### src/rtl/cla_serial_subtractor.sv
// Nibble-serial subtractor: DIFF = A - B - BIN, one 4-bit carry-lookahead slice of A + ~B per clock.
// Defining CLA_SUB_OVF_EN adds a registered signed-overflow flag on ovf; otherwise ovf is tied to 0.
module cla_serial_subtractor #(
  parameter int WIDTH = 16
) (
  input  logic             clk,
  input  logic             rst,
  input  logic             in_valid,
  output logic             in_ready,
  input  logic [WIDTH-1:0] a,
  input  logic [WIDTH-1:0] b,
  input  logic             bin,
  output logic             out_valid,
  input  logic             out_ready,
  output logic [WIDTH-1:0] diff,
  output logic             bout,
  output logic             zero,
  output logic             ovf
);
  localparam int NIB  = WIDTH / 4;
  localparam int IDXW = (NIB > 1) ? $clog2(NIB) : 1;
  localparam logic [IDXW-1:0] LAST_IDX = IDXW'(NIB - 1);

  typedef enum logic [1:0] {IDLE, RUN, DONE} state_t;

  state_t           state_q, state_d;
  logic [WIDTH-1:0] a_q, a_d;
  logic [WIDTH-1:0] nb_q, nb_d;
  logic [WIDTH-1:0] diff_q, diff_d;
  logic             carry_q, carry_d;
  logic             bout_q, bout_d;
  logic             zero_q, zero_d;
  logic [IDXW-1:0]  idx_q, idx_d;

  logic [IDXW+1:0]  base;
  logic [3:0]       p, g, sum;
  logic [4:0]       c;
  logic [WIDTH-1:0] diff_new;

  assign base = {idx_q, 2'b00};

  // Lookahead slice on the current nibble of A and ~B, seeded by the carry from the previous nibble.
  always_comb begin
    p    = a_q[base +: 4] ^ nb_q[base +: 4];
    g    = a_q[base +: 4] & nb_q[base +: 4];
    c[0] = carry_q;
    c[1] = g[0] | (p[0] & c[0]);
    c[2] = g[1] | (p[1] & g[0]) | (p[1] & p[0] & c[0]);
    c[3] = g[2] | (p[2] & g[1]) | (p[2] & p[1] & g[0]) | (p[2] & p[1] & p[0] & c[0]);
    c[4] = g[3] | (p[3] & g[2]) | (p[3] & p[2] & g[1]) | (p[3] & p[2] & p[1] & g[0])
         | (p[3] & p[2] & p[1] & p[0] & c[0]);
    sum  = p ^ c[3:0];
    diff_new = diff_q;
    diff_new[base +: 4] = sum;
  end

`ifdef CLA_SUB_OVF_EN
  logic ovf_q, ovf_d;
  always_comb begin
    ovf_d = ovf_q;
    if (state_q == RUN && idx_q == LAST_IDX) begin
      ovf_d = (a_q[WIDTH-1] != ~nb_q[WIDTH-1]) && (diff_new[WIDTH-1] != a_q[WIDTH-1]);
    end
  end
  always_ff @(posedge clk) begin
    if (rst) ovf_q <= 1'b0;
    else     ovf_q <= ovf_d;
  end
  assign ovf = ovf_q;
`else
  assign ovf = 1'b0;
`endif

  always_comb begin
    state_d = state_q;
    a_d     = a_q;
    nb_d    = nb_q;
    diff_d  = diff_q;
    carry_d = carry_q;
    bout_d  = bout_q;
    zero_d  = zero_q;
    idx_d   = idx_q;
    case (state_q)
      IDLE: begin
        if (in_valid) begin
          a_d     = a;
          nb_d    = ~b;
          carry_d = ~bin;
          idx_d   = '0;
          diff_d  = '0;
          state_d = RUN;
        end
      end
      RUN: begin
        diff_d  = diff_new;
        carry_d = c[4];
        idx_d   = idx_q + IDXW'(1);
        if (idx_q == LAST_IDX) begin
          bout_d  = ~c[4];
          zero_d  = (diff_new == '0);
          idx_d   = '0;
          state_d = DONE;
        end
      end
      DONE: begin
        if (out_ready) state_d = IDLE;
      end
      default: state_d = IDLE;
    endcase
  end

  always_ff @(posedge clk) begin
    if (rst) begin
      state_q <= IDLE;
      a_q     <= '0;
      nb_q    <= '0;
      diff_q  <= '0;
      carry_q <= 1'b0;
      bout_q  <= 1'b0;
      zero_q  <= 1'b0;
      idx_q   <= '0;
    end else begin
      state_q <= state_d;
      a_q     <= a_d;
      nb_q    <= nb_d;
      diff_q  <= diff_d;
      carry_q <= carry_d;
      bout_q  <= bout_d;
      zero_q  <= zero_d;
      idx_q   <= idx_d;
    end
  end

  assign in_ready  = (state_q == IDLE);
  assign out_valid = (state_q == DONE);
  assign diff      = diff_q;
  assign bout      = bout_q;
  assign zero      = zero_q;
endmodule
### config.mk
export PLATFORM = sky130hd
export DESIGN_NAME = cla_serial_subtractor
export DESIGN_NICKNAME = d
export VERILOG_FILES = /design/src/rtl/cla_serial_subtractor.sv
export SDC_FILE = /design/constraint.sdc
export NUM_CORES = 1
export LEC_CHECK = 0
export BUFFER_PORTS_ARGS = -buffer_cell sky130_fd_sc_hd__buf_2
export CORE_MARGIN = 4
export CORE_UTILIZATION = 48
export DETAILED_ROUTE_END_ITERATION = 16
export PLACE_DENSITY_LB_ADDON = 0.25
export SLEW_MARGIN = 20
export SYNTH_ARGS = -nofsm -noshare
export SYNTH_HDL_FRONTEND = slang
export SYNTH_SLANG_ARGS = --single-unit
### constraint.sdc
create_clock -name clk -period 2.5 [get_ports clk]
set_input_delay 0.625 -clock clk [delete_from_list [all_inputs] [get_ports clk]]
set_output_delay 0.625 -clock clk [all_outputs]
set_load 0.05 [all_outputs]
Word-level counts from Yosys, hierarchy flattened --
Cells that the tools add are included.
Word-level totals: register bits 55, input port bits 37, output and inout bits 21, word-level logic and storage cells 71
Cells by class: add/subtract/negate cells 2, eq/ne operators 6, shift operators 4, multiplexer cells 12, bitwise operators 32, reductions and logical operators 7
Operators by type and width (number):
- 16-bit one-hot mux with 2 select lines | 1
- 16-bit by 5-bit indexed part select with 4-bit output | 2
- 1-bit AND | 16
- 16-bit bitwise mux | 1
- 16-bit logical NOT | 1
- 16-bit two-way mux | 1
- 16-bit inverter | 1
- 4-bit by 6-bit variable shift with 16-bit output, first input constant | 1
- 4-bit by 6-bit indexed part select with 16-bit output | 1
- 2-bit two-way mux | 5
- 1-bit bitwise OR | 10
- 4-bit XOR | 2
- 4-bit negation with 6-bit output | 1
- 2-bit one-hot mux with 3 select lines | 1
- 2-bit AND reduction | 3
- 4-bit AND | 1
- 2-bit == test, second input constant | 2
- 2-bit inequality test, second input constant | 2
- 2-bit one-hot mux with 2 select lines | 1
- 3-bit AND reduction | 1
- 2-bit by 1-bit adder with 2-bit output, second input constant | 1
- 2-bit by 1-bit == test with 1-bit output, second input constant | 1
- 2-bit logical NOT | 1
- 2-bit by 1-bit inequality test with 1-bit output, second input constant | 1
- 4 further kinds | 5

Depth between registers and ports, before layout --
Gate-level depths: netlist of run 1.
word-level depth 10, mapped depth 7, gate-level depth less buffers 6

Least setup slack after synthesis of run 1 --
No wires, ideal clock.
path type flip-flop to flip-flop, from register idx_q[0], to register zero_q, in the netlist zero, setup time 66 ps, arrival 2703 ps, required time 2434 ps, setup slack -269 ps, stages on the path, launching flop included 8, buffers on the path 1, clock period less this slack 2769 ps, cells stage by stage dfxtp_1 buf_2 mux4_2 ha_1 a211o_1 a311o_1 a32o_2 a2bb2oi_2
On the way: longest elaborated chain between the ends 10, elaborated cells between the ends (all ways) 27, classes of those cells 1 x add/sub; 1 x eq/ne; 4 x shift; 1 x mux; 18 x bitwise; 2 x reduce/logical
Ends and longest elaborated chain:
- from (decl) | RTL line 33 | logic [IDXW-1:0] idx_q, idx_d;
- from (signal assigned) | RTL line 130 | idx_q <= idx_d;
- 16-bit by 5-bit indexed part select with 4-bit output | RTL line 44, 45
- 4-bit XOR / 4-bit AND (equally long branches) | RTL line 44, 45
- 1-bit AND | RTL line 49 | c[3] = g[2] | (p[2] & g[1]) | (p[2] & p[1] & g[0]) | (p[2] & p[1] & p[0] & c[0]);
- 1-bit bitwise OR / 1-bit AND (equally long branches) (2 in series) | RTL line 49
- 1-bit bitwise OR | RTL line 49
- 4-bit XOR | RTL line 52 | sum = p ^ c[3:0];
- 4-bit by 6-bit indexed part select with 16-bit output | RTL line 54 | diff_new[base +: 4] = sum;
- 16-bit bitwise mux | RTL line 54
- 16-bit logical NOT | RTL line 100 | zero_d = (diff_new == '0);
- to (signal assigned) | RTL line 129 | zero_q <= zero_d;
- to (decl) | RTL line 32 | logic zero_q, zero_d;
Several ways; a longest one is shown, not always the timed one. A chain may end at the register's enable or synchronous reset.

Worst setup path in the final report of run 1 --
Ends and elaborated chain as after synthesis.

==> results of run 1 <==
-- flip-flops by register name, indices dropped and copies added (netlist names) --
register and cells:
bout 1, zero 1, carry_q 1, a_q 16, nb_q 16, diff 16, idx_q 2, state_q 2
-- repair_timing --
item | in CTS | in global routing
pin swaps | 0 | 5
resized for setup | 0 | 7
endpoints found under the setup margin | 1 | 6
buffers inserted | 2 | 0
hold buffers | 0 | 0
-- cell type report --
| cell class | instances | share of cell area, % |
|---|---|---|
| clock buffer | 5 | 2.20 |
| clock inverter | 3 | 0.601 |
| inverter | 4 | 0.481 |
| multi-input combinational | 208 | 46.9 |
| sequential | 55 | 35.4 |
| tap | 70 | 2.80 |
| timing repair buffer | 67 | 11.6 |
-- worst max path at each step --
stage	start	end	slack, ns	depth (start not counted)
after detailed placement	idx_q[0]	zero	0.02	6
after CTS	idx_q[0]	zero	0.02	6
after floorplan	idx_q[0]	zero	0.02	7
final	idx_q[0]	zero	0.07	6
after global placement	idx_q[0]	zero	0.07	6
after global routing	idx_q[0]	zero	-0.01	6
-- layer usage --
layer	vias to the layer above	wire length, µm	GRT usage [%]
met5	-	0	0
met3	6	446	3.95
met2	78	2820	31.2
met4	0	71	5.81
li1	1149	-	-
met1	1080	2850	27.7
-- metrics by stage --
stage | worst slack [ns] | power, W | area (µm²)
2_1_floorplan | 0.0212 | 0.00127 | 2640
3_3_place_gp | 0.0689 | 0.00138 | 2990
3_5_place_dp | 0.0219 | 0.00139 | 2990
4_1_cts | 0.0160 | 0.00188 | 3090
5_1_grt | -0.00952 | 0.00198 | 3120
6_report | 0.0677 | 0.00188 | 3120
-- power groups by stage --
stage	Combinational [W]	Clock, W	Sequential, W
finish	0.000425	0.000492	0.000964
global route	0.000469	0.000542	0.000972
CTS	0.000408	0.000506	0.000964
detailed placement	0.000401	0	0.000985
global placement	0.000394	0	0.000984
floorplan	0.000273	0	0.000998
-- cell families after synthesis --
| family | count (synthesis) | synth area share [%] |
|---|---|---|
| simple gates | 110 | 20.7 |
| compound gates | 75 | 19.5 |
| flops | 55 | 42.2 |
| buf+inv | 23 | 3.79 |
| fa+ha+maj | 12 | 6.04 |
| mux | 9 | 7.33 |
| other cells | 1 | 0.144 |
| xor+xnor | 1 | 0.335 |
-- worst max-delay path: cells and delay by family, from the launching register on --
family	cells	cell delay (ns)
multiplexers	1	0.59
flip-flops	1	0.42
adder cells (fa/ha/maj)	1	0.28
AO/OA/AOI/OAI	4	1.08
-- synthesized netlist by cell type, types with 2 or more instances --
cell type / number
a21oi_1: 35
nand2b_1: 7
nand2_1: 41
clkbuf_1: 10
nand4b_1: 3
mux4_2: 8
and4bb_2: 2
a311oi_1: 5
dfxtp_1: 55
ha_1: 11
a22oi_1: 4
nor2b_1: 3
nand4_1: 8
a211oi_1: 16
nor2_1: 30
a21o_1: 2
nand3_1: 3
a32oi_1: 4
and4_1: 2
inv_1: 4
nor4_1: 4
buf_2: 6
==> key figures, run 1 <==
Yosys
  – Yosys top cell area share: 42.2%
  – Yosys cell types: 45
  – Mapped Area: 2610 µm²
  – Number of flops mapped to enable cells by yosys: 0
  – Synth area leader: dfxtp_1
  – Cell count after synthesis: 286
  – Ys Warns: 0
  – Syn_area_per_cell: 9.13 µm²
  – Synth top area cells: dfxtp_1, mux4_2, a21oi_1, nand2_1, ha_1
  – Syn_nets: 335
  – Synth Register Bits: between 50 and 60
  – Asr flop ratio synth: 0%
  – Post-synthesis sequential area ratio: 42.2%
  – Synth Flop Type: dfxtp_1

Power and ir drop
  – Sw Ratio: 30.5%
  – Logic pwr share: between 20 and 25%
  – Pint: 0.00131 W
  – PD cells: 602 nW/µm²
  – Worst VDD drop: 0.000297 V
  – Leakage: between 1 and 1.5 nW
  – Part of the power in registers: roughly half
  – Clk pwr share: 26.1%
  – Sw Pwr: around 0.00057 W

Global route
  – Global-route wire length before repair: 10400 µm
  – Number of antenna violations at the first check in global routing: 0
  – Grt total ovfl: 0
  – Largest net degree at the start of global routing: 40
  – Total GRT Usage: 19.9%
  – Vias in the first global route: about 2100

Critical path
  – Critical Path AT: 2.68 ns
  – Slowest cell on crit path: mux4_2
  – Worst EP required: 2.75 ns
  – Worst-path fanout max: 7
  – Worst setup path category: reg -> reg
  – CP Launch Type: flop
  – R2r worst-path depth: 6
  – Reg-to-reg startpoint: idx_q[0]
  – CP Capture Type: flop
  – CP cell instances: mux4_2, ha_4, a211o_4, a2111o_1, a32o_2, a2bb2oi_2
  – Max incr delay on CP: a little under 0.6 ns
  – R2r endpoint: zero
  – FF-to-FF setup slack: 0.07 ns

STA
  – Final setup viols: 0
  – Final Skew: between 0.005 and 0.006 ns
  – Post-Route Setup TNS: 0 ns
  – Achievable Freq: ~410 MHz
  – Hold Fails Final Rpt: 0
  – Tcrit/Tclk final: a little over nine tenths
  – RSZ-0062 raised after global routing: true
  – Slew Limit Fails: 0
  – Final hold slack: 0.456 ns
  – Tmin final: 2.43 ns

Place
  – Placed Cells incl. Taps: 402
  – GP Congestion: 0.867
  – I/O Buffers: 56
  – Final HPWL DP: 4530 µm

CTS
  – CTS max path bufs: 2
  – Clk Latency, worst-skew pair: slightly above 0.3 ns
  – Sink Count: 55
  – Clk slew on worst S/H paths: 0.10 ns
  – CTS tree: done
  – Clk root buf: clkbuf_8
  – Num CTS Buffers: 5
  – CTS H-tree lvls: 2

Finish
  – Layout cell share with drive strength beyond 1: 28.9%
  – Register Area: 1100 µm²
  – Nets: about 400
  – Most common cell after layout, fill and taps aside: buf_2
  – Antenna cells: 0
  – Multi-input combinational cell area: 1470 µm²
  – Synth-to-Final Area Change: 19.6%
  – Fillers: 479
  – Commonest non-fill, non-tap cells in the layout: buf_2, dfxtp_1, nand2_1, a21oi_1, nor2_1
  – Post-route insts no fill: just over 400
  – Final Core Density: between 60% and 70%

Route
  – DR WL/cell: between 15 and 20 µm
  – Initial DRC Count: approximately 140
  – DR vias: ~2300
  – DR pass1 iterations: 4
  – Vias per cell: roughly 5.6
  – Remaining antenna violation count: 0
  – DRC viols: 0
  – Routed WL: 6190 µm

Run status
  – Status: finished, final reports clean

Floorplan
  – I/O Pins: 58
  – Starting density of the core: 50.2%
  – Core Area: 5200 µm²
  – Num rows: 26
  – Die extent in x: 81.8 µm
  – Die height: between 80 and 90 µm
  – Die area: 6680 µm²

Min path
  – Hold depth: 2
  – Endpoint, Worst Hold: bout
  – Hold Crit Class: reg -> reg
  – Worst Min Path Start: bout

Run
  – MaxCap Viol Count: 0
No activity file was read; power rests on OpenSTA's default activity.
==> run 2: changes to the inputs <==
--- a/config.mk
+++ b/config.mk
@@ -10,6 +10,7 @@
 export CORE_UTILIZATION = 48
 export DETAILED_ROUTE_END_ITERATION = 16
 export PLACE_DENSITY_LB_ADDON = 0.25
+export RECOVER_POWER = 50
 export SLEW_MARGIN = 20
 export SYNTH_ARGS = -nofsm -noshare
 export SYNTH_HDL_FRONTEND = slang
==> key figures, run 2 (synthesis gave the netlist of run 1 again) <==
Run status
  – Status: finished, final reports clean

Route
  – DRC viols: 0 (unchanged)
  – M1 wire length: 2910 µm (+2.1%)
  – DR vias: 2297 (-0.69%)
  – DR pass1 iterations: 4 (unchanged)
  – DR WL/cell: 15.2 µm (+0.99%)
  – Met2 wire length: 2870 µm (+1.8%)
  – Routed WL: 6250 µm (+0.99%)
  – Initial DRC Count: 143 (+5.9%)
  – DR top layer: met4
  – Vias per cell: 5.58 (-0.69%)
  – Remaining antenna violation count: 0 (unchanged)
  – Met3 wire len: 401 µm (-10%)

CTS
  – CTS H-tree lvls: 2 (unchanged)
  – Clk Latency, worst-skew pair: 0.31 ns (about the same)
  – CTS tree: done
  – Sink Count: 55 (unchanged)
  – Clk slew on worst S/H paths: 0.10 ns (about the same)
  – Cts hold-fix bufs: 0 (unchanged)
  – Num CTS Buffers: 5 (unchanged)
  – CTS max path bufs: 2 (unchanged)
  – Clk root buf: clkbuf_8

Finish
  – Layout cell share with drive strength beyond 1: 27.8% (-1.2 points)
  – Synth-to-Final Area Change: 18.8%
  – Register Area: 1100 µm² (unchanged)
  – Nets: 390 (unchanged)
  – Multi-input combinational cell area: 1460 µm² (-0.77%)
  – Commonest non-fill, non-tap cells in the layout: buf_2, dfxtp_1, nand2_1, a21oi_1, nor2_1
  – Most common cell after layout, fill and taps aside: buf_2
  – Antenna cells: 0 (unchanged)
  – Fillers: 481 (+0.42%)

Critical path
  – R2r worst-path depth: 6 (unchanged)
  – Worst-path fanout max: 7 (unchanged)
  – Worst EP required: 2.75 ns (about the same)
  – FF-to-FF setup slack: 0.07 ns (about the same)
  – CP Capture Type: flop
  – Reg-to-reg startpoint: idx_q[0]
  – Critical Path AT: 2.68 ns (about the same)
  – CP Launch Type: flop
  – R2r endpoint: zero
  – Worst setup path category: reg -> reg

Global route
  – Global-route wire length before repair: 10400 µm (unchanged)
  – Largest net degree at the start of global routing: 40 (unchanged)
  – Grt total ovfl: 0 (unchanged)
  – Vias in the first global route: 2147 (unchanged)
  – Total GRT Usage: 19.9% (unchanged)
  – Number of antenna violations at the first check in global routing: 0 (unchanged)

Power and ir drop
  – Worst VDD drop: 0.000297 V (about the same)
  – Part of the power in registers: 51.3% (about the same)
  – Clk pwr share: 26.2% (about the same)
  – Sw Ratio: 30.6% (+0.031 points)
  – Overall Power: 0.00188 W (-0.27%)
  – Logic pwr share: 22.5% (about the same)
  – Leakage: 1.27 nW (-1.1%)
  – Pint: 0.00130 W (-0.31%)
  – Sw Pwr: 0.000573 W (-0.17%)
  – PD cells: 605 nW/µm² (+0.46%)

Floorplan
  – Die height: 81.8 µm (unchanged)
  – Die area: 6680 µm² (unchanged)
  – Starting density of the core: 50.2% (unchanged)
  – I/O Pins: 58 (unchanged)
  – Num rows: 26 (unchanged)
  – Core Area: 5200 µm² (unchanged)
  – Die extent in x: 81.8 µm (unchanged)

STA
  – Tmin final: 2.43 ns (-0.000868 ns)
  – RSZ-0062 raised after global routing: true
  – Hold Fails Final Rpt: 0 (unchanged)
  – Final Skew: 0.00558 ns (+0.000347 ns)
  – Worst setup margin: 0.0686 ns (+0.000868 ns)
  – Post-Route Setup TNS: 0 ns (unchanged)
  – Final setup viols: 0 (unchanged)
  – Tcrit/Tclk final: 97.3% (about the same)
  – Slew Limit Fails: 0 (unchanged)
  – Max-slew headroom: between 20% and 30%
  – Slew @ Worst Pin: 1.11 ns
  – Achievable Freq: 411 MHz (about the same)

Min path
  – Worst Min Path Start: bout
  – Hold depth: 2 (unchanged)
  – Endpoint, Worst Hold: bout
  – Hold Crit Class: reg -> reg

Run
  – MaxCap Viol Count: 0 (unchanged)

Place
  – I/O Buffers: 56 (unchanged)
  – Final HPWL DP: 4530 µm (unchanged)
  – GP Congestion: 0.867 (unchanged)
  – Pre-CTS setup slack: 0.0219 ns (unchanged)
run 2: metrics by stage:
stage | instances | cell area [µm²] | util (%) | hold slack (ns)
after CTS | 412 | 3090 | 59.3 | 0.463
after global placement | 402 | 2990 | 57.4 | 0.446
after global routing | 412 | 3100 | 59.6 | 0.454
after floorplan | 286 | 2640 | - | 0.433
final | 412 | 3100 | 59.6 | 0.456
after detailed placement | 402 | 2990 | 57.4 | 0.448
run 2: how the worst max path moves through the flow:
stage                     startpoint  endpoint  slack, ns  depth (start not counted)
after floorplan             idx_q[0]      zero       0.02                          7
after global placement      idx_q[0]      zero       0.07                          6
after detailed placement    idx_q[0]      zero       0.02                          6
after CTS                   idx_q[0]      zero       0.02                          6
after global routing        idx_q[0]      zero      -0.01                          6
final                       idx_q[0]      zero       0.07                          6
run 2: power by group through the flow:
stage | clock [W] | sequential (W) | combinational [W]
floorplan | 0 | 0.000998 | 0.000273
global placement | 0 | 0.000984 | 0.000394
detailed placement | 0 | 0.000985 | 0.000401
CTS | 0.000506 | 0.000964 | 0.000408
global route | 0.000542 | 0.000971 | 0.000465
finish | 0.000491 | 0.000963 | 0.000422
run 2: area by class of cell:
type,instances,share of cell area (%)
Tap cell,70,2.82
Inverter,4,0.484
Clock buffer,5,2.22
Timing Repair Buffer,67,11.3
Clock inverter,3,0.605
Sequential cell,55,35.6
Multi-Input combinational cell,208,46.9
run 2: metal layers:
layer	GRT usage (%)	vias to the layer above
met5	0	-
met4	5.81	0
met3	3.95	4
met2	31.2	75
met1	27.7	1070
li1	-	1148
run 2: timing repair:
action,4_1_cts,5_1_grt
pin swaps,0,5
endpoints found under the setup margin,1,6
cloned,0,0
setup buffers,2,0
hold endpoints to repair,0,0
resized for setup,0,7
run 2: critical path, cell delays in order (launching register included):
cell	delay (ns)
dfxtp_4	0.42
mux4_2	0.59
ha_4	0.28
a211o_4	0.34
a2111o_1	0.37
a32o_2	0.25
a2bb2oi_2	0.12
